**src/rtl/plic_pkg.sv**
```systemverilog
// Shared PLIC types: per-source gateway state, visible to target and register blocks.
package plic_pkg;

  typedef enum logic [1:0] {
    StIdle    = 2'd0,
    StPending = 2'd1,
    StClaimed = 2'd2
  } plic_state_e;

endpackage

```
**src/rtl/plic_gateway.sv**
```systemverilog
// PLIC interrupt gateway for one source: level/edge qualification, pending-edge
// counter, and the IDLE/PENDING/CLAIMED handshake with the target.
module plic_gateway
  import plic_pkg::*;
#(
  parameter int unsigned MAX_PENDING_COUNT = 8,
  parameter int unsigned CNT_BITS          = $clog2(MAX_PENDING_COUNT + 1)
) (
  input  logic clk_i,
  input  logic rst_ni,
  input  logic src_i,
  input  logic edge_i,
  input  logic claim_i,
  input  logic complete_i,
  output logic ip_o,
  output logic busy_o
);

  localparam logic [CNT_BITS-1:0] CntMax = CNT_BITS'(MAX_PENDING_COUNT);
  localparam logic [CNT_BITS-1:0] CntOne = CNT_BITS'(1);

  plic_state_e         state_q, state_d;
  logic                src_q;
  logic [CNT_BITS-1:0] cnt_q, cnt_d;
  logic                ip_q, busy_q;
  logic                rise, inc, dec;

  // Next state: only the transition legal for the current state can fire.
  always_comb begin
    state_d = state_q;
    dec     = 1'b0;
    unique case (state_q)
      StIdle: begin
        if (edge_i ? (cnt_q != '0) : src_i) begin
          state_d = StPending;
          dec     = edge_i;
        end
      end
      StPending: if (claim_i)    state_d = StClaimed;
      StClaimed: if (complete_i) state_d = StIdle;
      default:                   state_d = StIdle;
    endcase
  end

  // Edge counter: saturating, but a dequeue in the same cycle frees a slot.
  always_comb begin
    rise  = src_i & ~src_q;
    inc   = edge_i & rise & ((cnt_q != CntMax) | dec);
    cnt_d = cnt_q;
    if (!edge_i) begin
      cnt_d = '0;
    end else if (inc && !dec) begin
      cnt_d = cnt_q + CntOne;
    end else if (dec && !inc) begin
      cnt_d = cnt_q - CntOne;
    end
  end

  // State, counter, edge history and registered state-decoded outputs.
  always_ff @(posedge clk_i or negedge rst_ni) begin
    if (!rst_ni) begin
      state_q <= StIdle;
      src_q   <= 1'b0;
      cnt_q   <= '0;
      ip_q    <= 1'b0;
      busy_q  <= 1'b0;
    end else begin
      state_q <= state_d;
      src_q   <= src_i;
      cnt_q   <= cnt_d;
      ip_q    <= (state_d == StPending);
      busy_q  <= (state_d == StClaimed);
    end
  end

  assign ip_o   = ip_q;
  assign busy_o = busy_q;

endmodule

```
**config.mk**
```make
export PLATFORM = sky130hd
export DESIGN_NAME = plic_gateway
export DESIGN_NICKNAME = d
export VERILOG_FILES = /design/src/rtl/plic_pkg.sv /design/src/rtl/plic_gateway.sv
export SDC_FILE = /design/constraint.sdc
export NUM_CORES = 1
export LEC_CHECK = 0
export ABC_AREA = 1
export CORE_AREA = 3 3 40 42
export DETAILED_ROUTE_END_ITERATION = 10
export DIE_AREA = 0 0 43 45
export DONT_BUFFER_PORTS = 1
export HOLD_SLACK_MARGIN = 0.08
export MAX_ROUTING_LAYER = met4
export SLEW_MARGIN = 20
export SYNTH_ARGS = -nofsm -noshare
export SYNTH_HDL_FRONTEND = slang
export SYNTH_SLANG_ARGS = --single-unit
```
**constraint.sdc**
```tcl
create_clock -name clk_i -period 5.15 [get_ports clk_i]
set_input_delay 0.2575 -clock clk_i [delete_from_list [all_inputs] [get_ports clk_i]]
set_output_delay 0.2575 -clock clk_i [all_outputs]
set_load 0.02 [all_outputs]
```
Word level (Yosys, flattened, before mapping)
Index checks and enable logic that the tools add are counted.
{"block": "totals", "ram_bits": 0, "n_memories": 0, "mem_bits_ro": 0, "latchBits": 0, "word_cells": 34, "regBits": 9, "inputBits": 6}
{"block": "op_classes", "n_addsub": 2, "magnitude_cmp": 0, "div": 0, "muxes": 10, "n_mul": 0, "reduce_logical": 6, "bitwise_logic": 5, "eq_ne": 6, "shift": 0}
{"cell": "$mux W4", "n": 3}
{"cell": "$mux W2", "n": 3}
{"cell": "$pmux W2 S3", "n": 1}
{"cell": "$add A4 B1 Y4 const B", "n": 1}
{"cell": "$eq A2 B1 Y1 const B", "n": 2}
{"cell": "$eq A2 B2 Y1 const B", "n": 2}
{"cell": "$ne A4 B4 Y1 const B", "n": 1}
{"cell": "$reduce_bool A4 Y1", "n": 1}
{"cell": "$sub A4 B1 Y4 const B", "n": 1}
{"cell": "$and A1 B1 Y1", "n": 3}
{"cell": "$mux W1", "n": 3}
{"cell": "$ne A3 B1 Y1 const B", "n": 1}
{"cell": "$logic_and A1 B1 Y1", "n": 2}
{"cell": "$logic_not A1 Y1", "n": 2}
{"cell": "$logic_not A2 Y1", "n": 1}
{"cell": "$not A1 Y1", "n": 1}
{"cell": "$or A1 B1 Y1", "n": 1}

Depth between registers and ports, before layout
Gate-level depths: netlist of run 1.
{"block": "depth", "word_depth": 11, "ltp_mapped": 14, "ltp_nobuf": 14}

Worst setup path after synthesis of run 1
OpenSTA, ideal clock, no wires.
{"block": "synth_timing", "path_kind": "register -> register", "start": "reg cnt_q[0]", "end": "reg cnt_q[3]", "t_arrival_ns": 1.705, "setup_ns": 0.117, "synth_period_minus_slack_ns": 1.822, "n_path_buf": 0, "required_time_ns": 5.033, "slack_ns": 3.328, "stages_incl_launch_ff": 14, "cell_sequence": "dfrtp_1 -> nor2_4 -> nand3_2 -> nand2_4 -> nand2_4 -> ha_1 -> a21oi_1 -> nand2_1 -> nand2_1 -> nand2_1 -> nand2_1 -> nand2_1 -> nand2_1 -> nand2_1"}
{"block": "synth_via", "elab_chain_len": 9, "word_cells_on_any_way": 17, "classes_between": "add/sub (2); eq/ne (2); mux (6); bitwise (2); reduce/logical (5)"}
{"element": "start, declared", "line": "plic_gateway.sv:24", "source": "logic [CNT_BITS-1:0] cnt_q, cnt_d;"}
{"element": "start signal, assigned", "line": "plic_gateway.sv:70", "source": "cnt_q <= cnt_d;"}
{"element": "$reduce_bool A4 Y1", "line": "plic_gateway.sv:34", "source": "if (edge_i ? (cnt_q != '0) : src_i) begin"}
{"element": "$mux W1 (2 in a row)", "line": "plic_gateway.sv:34"}
{"element": "$mux W1", "line": "plic_gateway.sv:32", "source": "unique case (state_q)"}
{"element": "$or A1 B1 Y1", "line": "plic_gateway.sv:48", "source": "inc = edge_i & rise & ((cnt_q != CntMax) | dec);"}
{"element": "$and A1 B1 Y1", "line": "plic_gateway.sv:48"}
{"element": "$logic_not A1 Y1 / $logic_and A1 B1 Y1 (equally long branches)", "line": "plic_gateway.sv:54, plic_gateway.sv:52"}
{"element": "$logic_and A1 B1 Y1 / $mux W4 (equally long branches)", "line": "plic_gateway.sv:54, plic_gateway.sv:52"}
{"element": "$ne A3 B1 Y1 (no source line) / $mux W4 (equally long branches)"}
Several ways; a longest one is shown, not always the timed one. The select of a mux whose other input is x is not followed.
A chain may end at the register's enable or synchronous reset.

Final worst setup path of run 1
{"block": "layout_timing", "start": "reg cnt_q[3]", "end": "reg cnt_q[3]"}
The elaborated chain is that of the path after synthesis.

==> results of run 1 <==
repair_timing:
action                    in CTS  in global routing
hold endpoints to repair      14                  0
hold buffers                   4                  0
gates resized for setup        0                  0
logic make-up after synthesis:
| kind of cell | count (synthesis) | share of synthesized area |
|---|---|---|
| simple gates | 38 | 0.3802 |
| fa+ha+maj | 3 | 0.07128 |
| buf+inv | 9 | 0.06535 |
| compound gates | 10 | 0.1129 |
| xor+xnor | 1 | 0.01386 |
| flops | 9 | 0.3564 |
stage by stage:
stage,std cells,area (um2)
after global placement,84,639.4
after CTS,92,706.9
after floorplan,70,631.9
final,92,706.9
after global routing,92,706.9
after detailed placement,84,639.4
layer usage:
metal  wire (um)  track usage
met1         487       0.1880
met2         554       0.2365
met3          61      0.06375
met4          41      0.08434
met5           0            -
power by group:
part / leakage [nW] / internal (mW) / switching (mW)
combinational: 0.201 / 0.0774 / 0.120
sequential: 0.114 / 0.0992 / 0.0392
clock: 0.0177 / 0.0288 / 0.0304
flip-flops by register name, indices dropped and copies added (netlist names):
register  count
busy_o        1
ip_o          1
src_q         1
cnt_q         4
state_q       2
worst max-delay path: cells and delay by family, from the launching register on:
family                   cells  cell delay (ps)
flip-flops                   1              440
adder cells (fa/ha/maj)      1              330
AND/OR/NAND/NOR             11              920
AO/OA/AOI/OAI                1              230
synth_stat cells, drive strengths merged:
cell    n
o21ai   2
fa      1
nor2    8
dfrtp   9
nand3   9
nand2  19
nand4   2
o31ai   4
ha      2
xor2    1
inv     8
a21oi   4
buf     1
layout by cell type, fill, tap and decap left out:
cell type and count:
sky130_fd_sc_hd__nand3_2 3, sky130_fd_sc_hd__nor2_4 2, sky130_fd_sc_hd__a21oi_2 3, sky130_fd_sc_hd__dlygate4sd3_1 4, sky130_fd_sc_hd__nor2_8 1, sky130_fd_sc_hd__clkbuf_4 3, sky130_fd_sc_hd__nand3_4 1, sky130_fd_sc_hd__nand2_4 3
sky130_fd_sc_hd__inv_1 7, sky130_fd_sc_hd__nor2_1 5, sky130_fd_sc_hd__dfrtp_1 9, sky130_fd_sc_hd__nand2_1 16, sky130_fd_sc_hd__nand4_1 2, sky130_fd_sc_hd__a21oi_1 1, sky130_fd_sc_hd__o31ai_1 4, sky130_fd_sc_hd__inv_2 1
sky130_fd_sc_hd__fa_1 1, sky130_fd_sc_hd__nand3_1 5, sky130_fd_sc_hd__ha_1 2, sky130_fd_sc_hd__clkinv_2 1, sky130_fd_sc_hd__o21ai_1 2, sky130_fd_sc_hd__xor2_1 1
final timing paths:
| path | startpoint | end | slack [ps] | cells after the start |
|---|---|---|---|---|
| max reg2reg | cnt_q[3] | cnt_q[3] | 3120 | 13 |
| min | edge_i | cnt_q[3] | 130 | 2 |
| max | cnt_q[3] | cnt_q[3] | 3120 | 13 |
| min in group asynchronous | rst_ni | cnt_q[3] | 350 | 1 |
| min reg2reg | state_q[1] | ip_o | 480 | 1 |
| max in group asynchronous | rst_ni | ip_o | 4510 | 1 |
cell type report:
class,instances,area [um2],share of cell area
clock inverters,1,5.005,0.007080
inverters,8,30.03,0.04248
flip-flops and latches,9,225.2,0.3186
clock buffers,3,22.52,0.03186
well taps,15,18.77,0.02655
multi-input cells,52,365.4,0.5168
repair buffers,4,40.04,0.05664
==> results.txt, run 1 <==
VDD sags by at most 0.0002819 V. Synthesis produced a netlist with a net count of 79. After floorplanning, the core was divided into 13 placement rows. The starting density of the core is 0.4917, and the overall via count from detail_route is 486. At the end of the flow, the number of nets in the layout was 87.

The number of vias per cell after detailed routing is 5.283. Summing internal, switching and leakage power gives 0.3950 mW. The number of optimization iterations in the first detailed-route pass was 4. Share of the synthesized area in the top cell type: 0.3564. TritonCTS built the clock tree. For the final max-slew violation count, the log shows 0. Library cell appearing most often on the critical path: sky130_fd_sc_hd__nand2_1. Power spread over the standard cell area amounts to 558.8 nW/um2. Once the clock tree was built, the setup fixing pass inserted 0 buffers. From left edge to right edge, the die measures 43 um.

Global routing finished with a remaining overflow of 0. The count of buffers added on input and output ports is 0. The final critical-path share of the clock period was 0.3933; the global router's overall resource usage was 0.1600.

The sink count of the clock tree was 9. Summed over all failing endpoints, the final setup total negative slack is 0 ps. The tools report the hold violation total from the final report as 0.

The final count of negative-setup-slack endpoints is 0. Setup repair after global routing left no endpoint under its margin. The full die area was 1935 um2.

Clock tree synthesis inserted a total of 3 buffers. The HPWL after detailed placement is 868.1 um. Launching element type of the critical path: a flip-flop. The tools report the static power due to leakage as 0.3329 nW. The detailed router finished its first iteration with 15 violations. The average routed wire per standard cell is 12.43 um.

STA puts the critical path data required time at 5320 ps. The post-route worst hold slack came out at 128.3 ps. The ratio of cells with drive above 1 in the final layout came out at 0.2338. Averaged over all synthesized cells, the footprint is 9.027 um2. The flip-flop and latch count after synthesis was 9. The residual antenna-violating net count after detailed routing is 0, and the weighted congestion at the end of routability-driven global placement is 0.7794. The number of antenna violations at the first check in global routing is 0. The run gives 0 as the number of remaining DRC errors. For the CTS H-tree depth, the log shows 1. The worst setup path is captured at a flip-flop.

The post-route clock skew is 4.437 ps, and the slew at the pin closest to its max-slew limit is 417.8 ps. The tools report the root buffer cell as sky130_fd_sc_hd__clkbuf_4. The netlist uses 20 different library cells.

The critical path goes through nor2_1 -> nand3_2 -> nand2_4 -> nand2_4 -> ha_1 -> a21oi_1 -> nand2_1 -> nand2_1 -> nand2_1 -> nand2_1 -> nand2_1 -> nand2_1 -> nand2_1. The run gives 3124 ps as the final setup slack of the worst path. In the synthesized netlist, the number of instances is 70.

Worst setup path category: flip-flop to flip-flop. The area of the core is 1285 um2. The logs give 1144 um for the total routed wirelength and 0.4937 GHz for the upper clock frequency limit. The clock passes through at most 2 buffers. The worst-skew pair later-pin latency was 270 ps. For the sequential-to-total area share from yosys stat, the log shows 0.3564. Sorting the synthesized cells by area gives the leading types as sky130_fd_sc_hd__dfrtp_1 36%, sky130_fd_sc_hd__nand2_1 9.5%, sky130_fd_sc_hd__nand2_4 5.3%, sky130_fd_sc_hd__nand3_2 4.8%, sky130_fd_sc_hd__o31ai_1 4.8%. During synthesis, Yosys emitted a total of 0 warnings. Data on the critical path arrives at its endpoint at 2200 ps.

For the number of global-route vias before repair, the log shows 495. On the worst path, the slowest cell contributes a delay of 440 ps. For the cell area after synthesis, the log shows 631.9 um2.

8 I/O pins were placed. Compared with the post-synthesis result, the final layout area differs by 11.88%. The cell type with the largest total area after synthesis is sky130_fd_sc_hd__dfrtp_1. The tool flagged a number of max-cap violations equal to 0.

The final standard cell utilization of the core was 0.5501; the maximum net fanout on the critical path was 7. The minimum period implied by the final worst setup slack was 2026 ps; the clock transition at the register clock pins on the worst setup and hold paths after CTS was 70 ps. Worst setup slack after placement: 3123 ps.

Wire length of the first global-routing pass: 2145 um. The relative slew slack was 0.7206. 0 antenna diodes ended up in the layout. The count of fill cells added during filler insertion is 120, and the maximum number of pins on one net before global-route repair is 10. The run finished with clean final reports. The worst min-delay path category is primary input to flip-flop.

The die is 45 um tall. The cell with the largest stage delay on the worst path is sky130_fd_sc_hd__dfrtp_1.
No activity file was read; power rests on OpenSTA's default activity.
==> inputs of run 2 (changes only) <==
ABC_AREA = 0   (was 1)
clock period = 1.8 ns   (was 5.15 ns; I/O delays follow)
==> run 2 against run 1 <==
Via count increased by 1.2%. Final cell count up 2.2%. Setup slack worse by 3500 ps. Count of clock-buffer cells in the layout rose by 1. Clock power grew to 2.6 times the previous value. Critical path type unchanged. Non-clock buffer count up 14. The run now ends with setup timing left. Combinational power rose to 5.3 times the previous value. Sequential power grew to 2.7 times the previous value. Register-to-register slack got worse by 3500 ps.
==> results.txt, run 2 <==
In the final layout, the multi-input gates occupy 375.4 um2. The number of buffers added for setup after CTS is 0. In this run the tool buffered the top-level ports with 0 buffer cells. The hold violation total from the final report was 0; the required time of the worst setup path was 1980 ps. The net switching share of the total power is 0.3820, and the sink count of the clock tree is 9.

The logs give 0.096 for the clock share of power and 0 for the number of remaining DRC errors. In the final layout, the registers with the most flip-flops are cnt_q x4, state_q x2. The die is 43 um wide.

Compared with the post-synthesis result, the final layout area differs by 48.28%. The overall via count from detail_route is 492, and the ratio of cells with drive above 1 in the final layout is 0.3291. In the synthesized netlist the dominant register cell turns out to be sky130_fd_sc_hd__dfrtp_1.

The run gives 8 as the count of pins on the block boundary. The met2 track utilization from global routing came out at 0.2725. The slew at the pin closest to its max-slew limit came out at 407.4 ps. Dominant cell by count in the synthesized netlist: sky130_fd_sc_hd__dfrtp_1.

The run gives 0.1573 as the global router's overall resource usage. The maximum net fanout on the critical path is 3, and the final critical-path share of the clock period is 1.208. Once detail routing completed, the nets flagged for antenna violations numbered 0. The first TritonRoute pass finished after 4 iterations. Ranked by flip-flop count, first place goes to cnt_q. 0 antenna diodes ended up in the layout. Leaving out filler cells and counting taps, the final layout contains 94. The average instance in the mapped netlist occupies 9.267 um2. The global routing stage identified its most utilized layer as met2. The tools report the met1 track utilization from global routing as 0.1625. The tools report the post-route clock skew as 3.541 ps. The core region is 1285 um2.

Internal power comes to 0.9680 mW. For the count of distinct cell types in the synthesized netlist, the log shows 25. Setup repair after global routing could not meet its margin everywhere. Instance area at placement: 664.4 um2. The library cell used most frequently in the layout, excluding fill and tap cells, is sky130_fd_sc_hd__buf_4.

The run gives 260 ps as the worst-skew pair later-pin latency. The first routing iteration left 12 violations. The tree is rooted in a sky130_fd_sc_hd__clkbuf_4.

The share of the synthesized area in the top cell type came out at 0.4119. The cell with the largest stage delay on the worst path is sky130_fd_sc_hd__or3_4. The fraction of power consumed by sequential logic is 0.234. After detailed placement, the design holds a cell count of 84. The average routed wire per standard cell is 12.81 um.

The final standard cell utilization of the core is 0.6310, and the sequential-to-total area share from yosys stat is 0.4119. The worst path needs 2174 ps of the cycle, external delays included. Half-perimeter wire length of the detailed placement result: 925 um. The vertical extent of the die is 45 um, and the number of antenna violations at the first check in global routing is 0. Synthesis inferred 9 register bits. Post-synthesis instance total: 59. The filler cells instantiated in the layout total 106.

Worst min-delay path category: primary input to asynchronous set/reset pin. The first global-routing pass estimated 2097 um of wire. Ranked by instance count, the synthesized netlist is headed by 9 x sky130_fd_sc_hd__dfrtp_1, 8 x sky130_fd_sc_hd__nand2_1. The global routing usage on met3 was 0.06375; the combined flip-flop and latch cell area was 225.2 um2. The flow ran to the end, but the final reports show violations.

The tools report the net count after synthesis as 68. For the maximum ir drop on the vdd rail, the log shows 0.001100 V. For the starting density of the core, the log shows 0.4255. The run gives 810.8 um2 as the cell area after layout. Number of buffers inserted during clock tree synthesis: 3. Static timing analysis puts the maximum clock frequency at 0.4601 GHz. The proportion of synthesized flip-flops having asynchronous set or reset was 1.000; the full die area was 1935 um2. The top cell types in the final layout, fill and taps aside, are 12 x sky130_fd_sc_hd__buf_4, 9 x sky130_fd_sc_hd__dfrtp_1, 7 x sky130_fd_sc_hd__nand2_1, 6 x sky130_fd_sc_hd__dlygate4sd3_1.

Number of enable flip-flop cells after synthesis: 0. For this run the aggregate overflow at the end of global routing stands at 0. The cell type with the largest total area after synthesis is sky130_fd_sc_hd__dfrtp_1. The power per cell area is 1932 nW/um2. The CTS H-tree depth is 1, and the portion of total power attributed to combinational logic is 0.670.

The tools report the final max-slew violation count as 0. After detailed routing, the number of vias per cell comes to 5.234. Data on the critical path arrives at its endpoint at 2360 ps. The run gives 0.7278 as the relative slew slack. The worst setup path is of the flip-flop to flip-flop kind. TritonCTS built the clock tree. The worst setup path is captured at a flip-flop. The worst setup path is launched from a flip-flop. The number of global-route vias before repair is 496, and the number of flip-flops under the largest register name is 4. The run gives 3 as the final count of negative-setup-slack endpoints.

The logs give 13 for the total number of placement rows and 0.3763 nW for the static power due to leakage. For the max-capacitance violation count, the log shows 0. For the cell area after synthesis, the log shows 546.8 um2.

The congestion estimate from routability-driven global placement came to 0.7046. The number of nets at the end of the flow was 89. Summed over all nets, the switching power comes to 0.5983 mW. For the total routed wirelength, the log shows 1204 um.

Ranked by total cell area, the synthesized netlist is headed by sky130_fd_sc_hd__dfrtp_1 41%, sky130_fd_sc_hd__mux2i_1 7.3%, sky130_fd_sc_hd__nand2_1 5.5%, sky130_fd_sc_hd__ha_1 4.6%, sky130_fd_sc_hd__fa_1 3.7%. The largest single stage delay on the critical path is 410 ps. After layout, the design draws a total of 1.566 mW. The checks that failed: setup timing. The signal on the critical path passes through or3_4 -> mux2i_4 -> nand3_4 -> ha_4 -> a21oi_4 -> nand2_2 -> or4_1 -> a31oi_1.

The final setup slack of the worst path is -373.5 ps. The maximum number of pins on one net before global-route repair was 10. During synthesis, Yosys emitted a total of 0 warnings.

Accumulated negative setup slack: -913.0 ps. The clock passes through at most 2 buffers. The clock transition at the register clock pins on the worst setup and hold paths after CTS is 60 ps.
[run 2: repair_timing]
item	4_1_cts	5_1_grt
setup endpoints to repair	3	3
gates resized for setup	3	6
hold endpoints to repair	17	0
pin swaps	2	1
hold buffers	6	0
[run 2: stage by stage]
stage	hold WS (ps)	setup WS (ps)
detailed placement	-205.4	-512.2
global route	219.1	-467.4
floorplan	-205.6	-521.8
CTS	196.5	-438.4
global placement	-205.4	-470.2
finish	190.2	-373.5
[run 2: critical path, delay by kind of cell, from the launching register on]
family,cells,cell delay [ps]
mux,1,210
fa+ha+maj,1,260
simple gates,4,980
flops,1,370
compound gates,2,260
[run 2: cell families after synthesis]
logic type | count (synthesis) | synth area share
xor+xnor | 1 | 0.01602
simple gates | 24 | 0.2128
flops | 9 | 0.4119
compound gates | 12 | 0.1579
mux | 4 | 0.07323
buf+inv | 6 | 0.04576
fa+ha+maj | 3 | 0.08237
[run 2: final timing paths]
kind	to	startpoint	slack, ps	cells after the start
hold / removal	cnt_q[3]	rst_ni	190	1
setup reg to reg	cnt_q[3]	cnt_q[0]	-370	8
max in group asynchronous	cnt_q[1]	rst_ni	1330	1
setup / recovery	cnt_q[3]	cnt_q[0]	-370	8
min in group clk_i	cnt_q[3]	src_i	290	4
hold reg to reg	busy_o	state_q[1]	600	2
[run 2: layout make-up]
type,instances,area share
Multi-Input combinational cell,44,0.4630
Clock buffer,4,0.03241
Timing Repair Buffer,18,0.1852
Tap cell,15,0.02315
Inverter,4,0.01852
Sequential cell,9,0.2778
[run 2: metal layers]
metal	up-vias	routed length, um
met3	2	60
met2	9	631
met1	235	508
met4	0	4
met5	-	0
li1	246	-
[run 2: power groups by stage]
stage	Clock [mW]	Combinational, mW	Sequential (mW)
detailed placement	0	0.845	0.363
finish	0.151	1.05	0.367
global route	0.163	1.16	0.379
CTS	0.155	0.919	0.363
floorplan	0	0.491	0.381
global placement	0	0.818	0.358
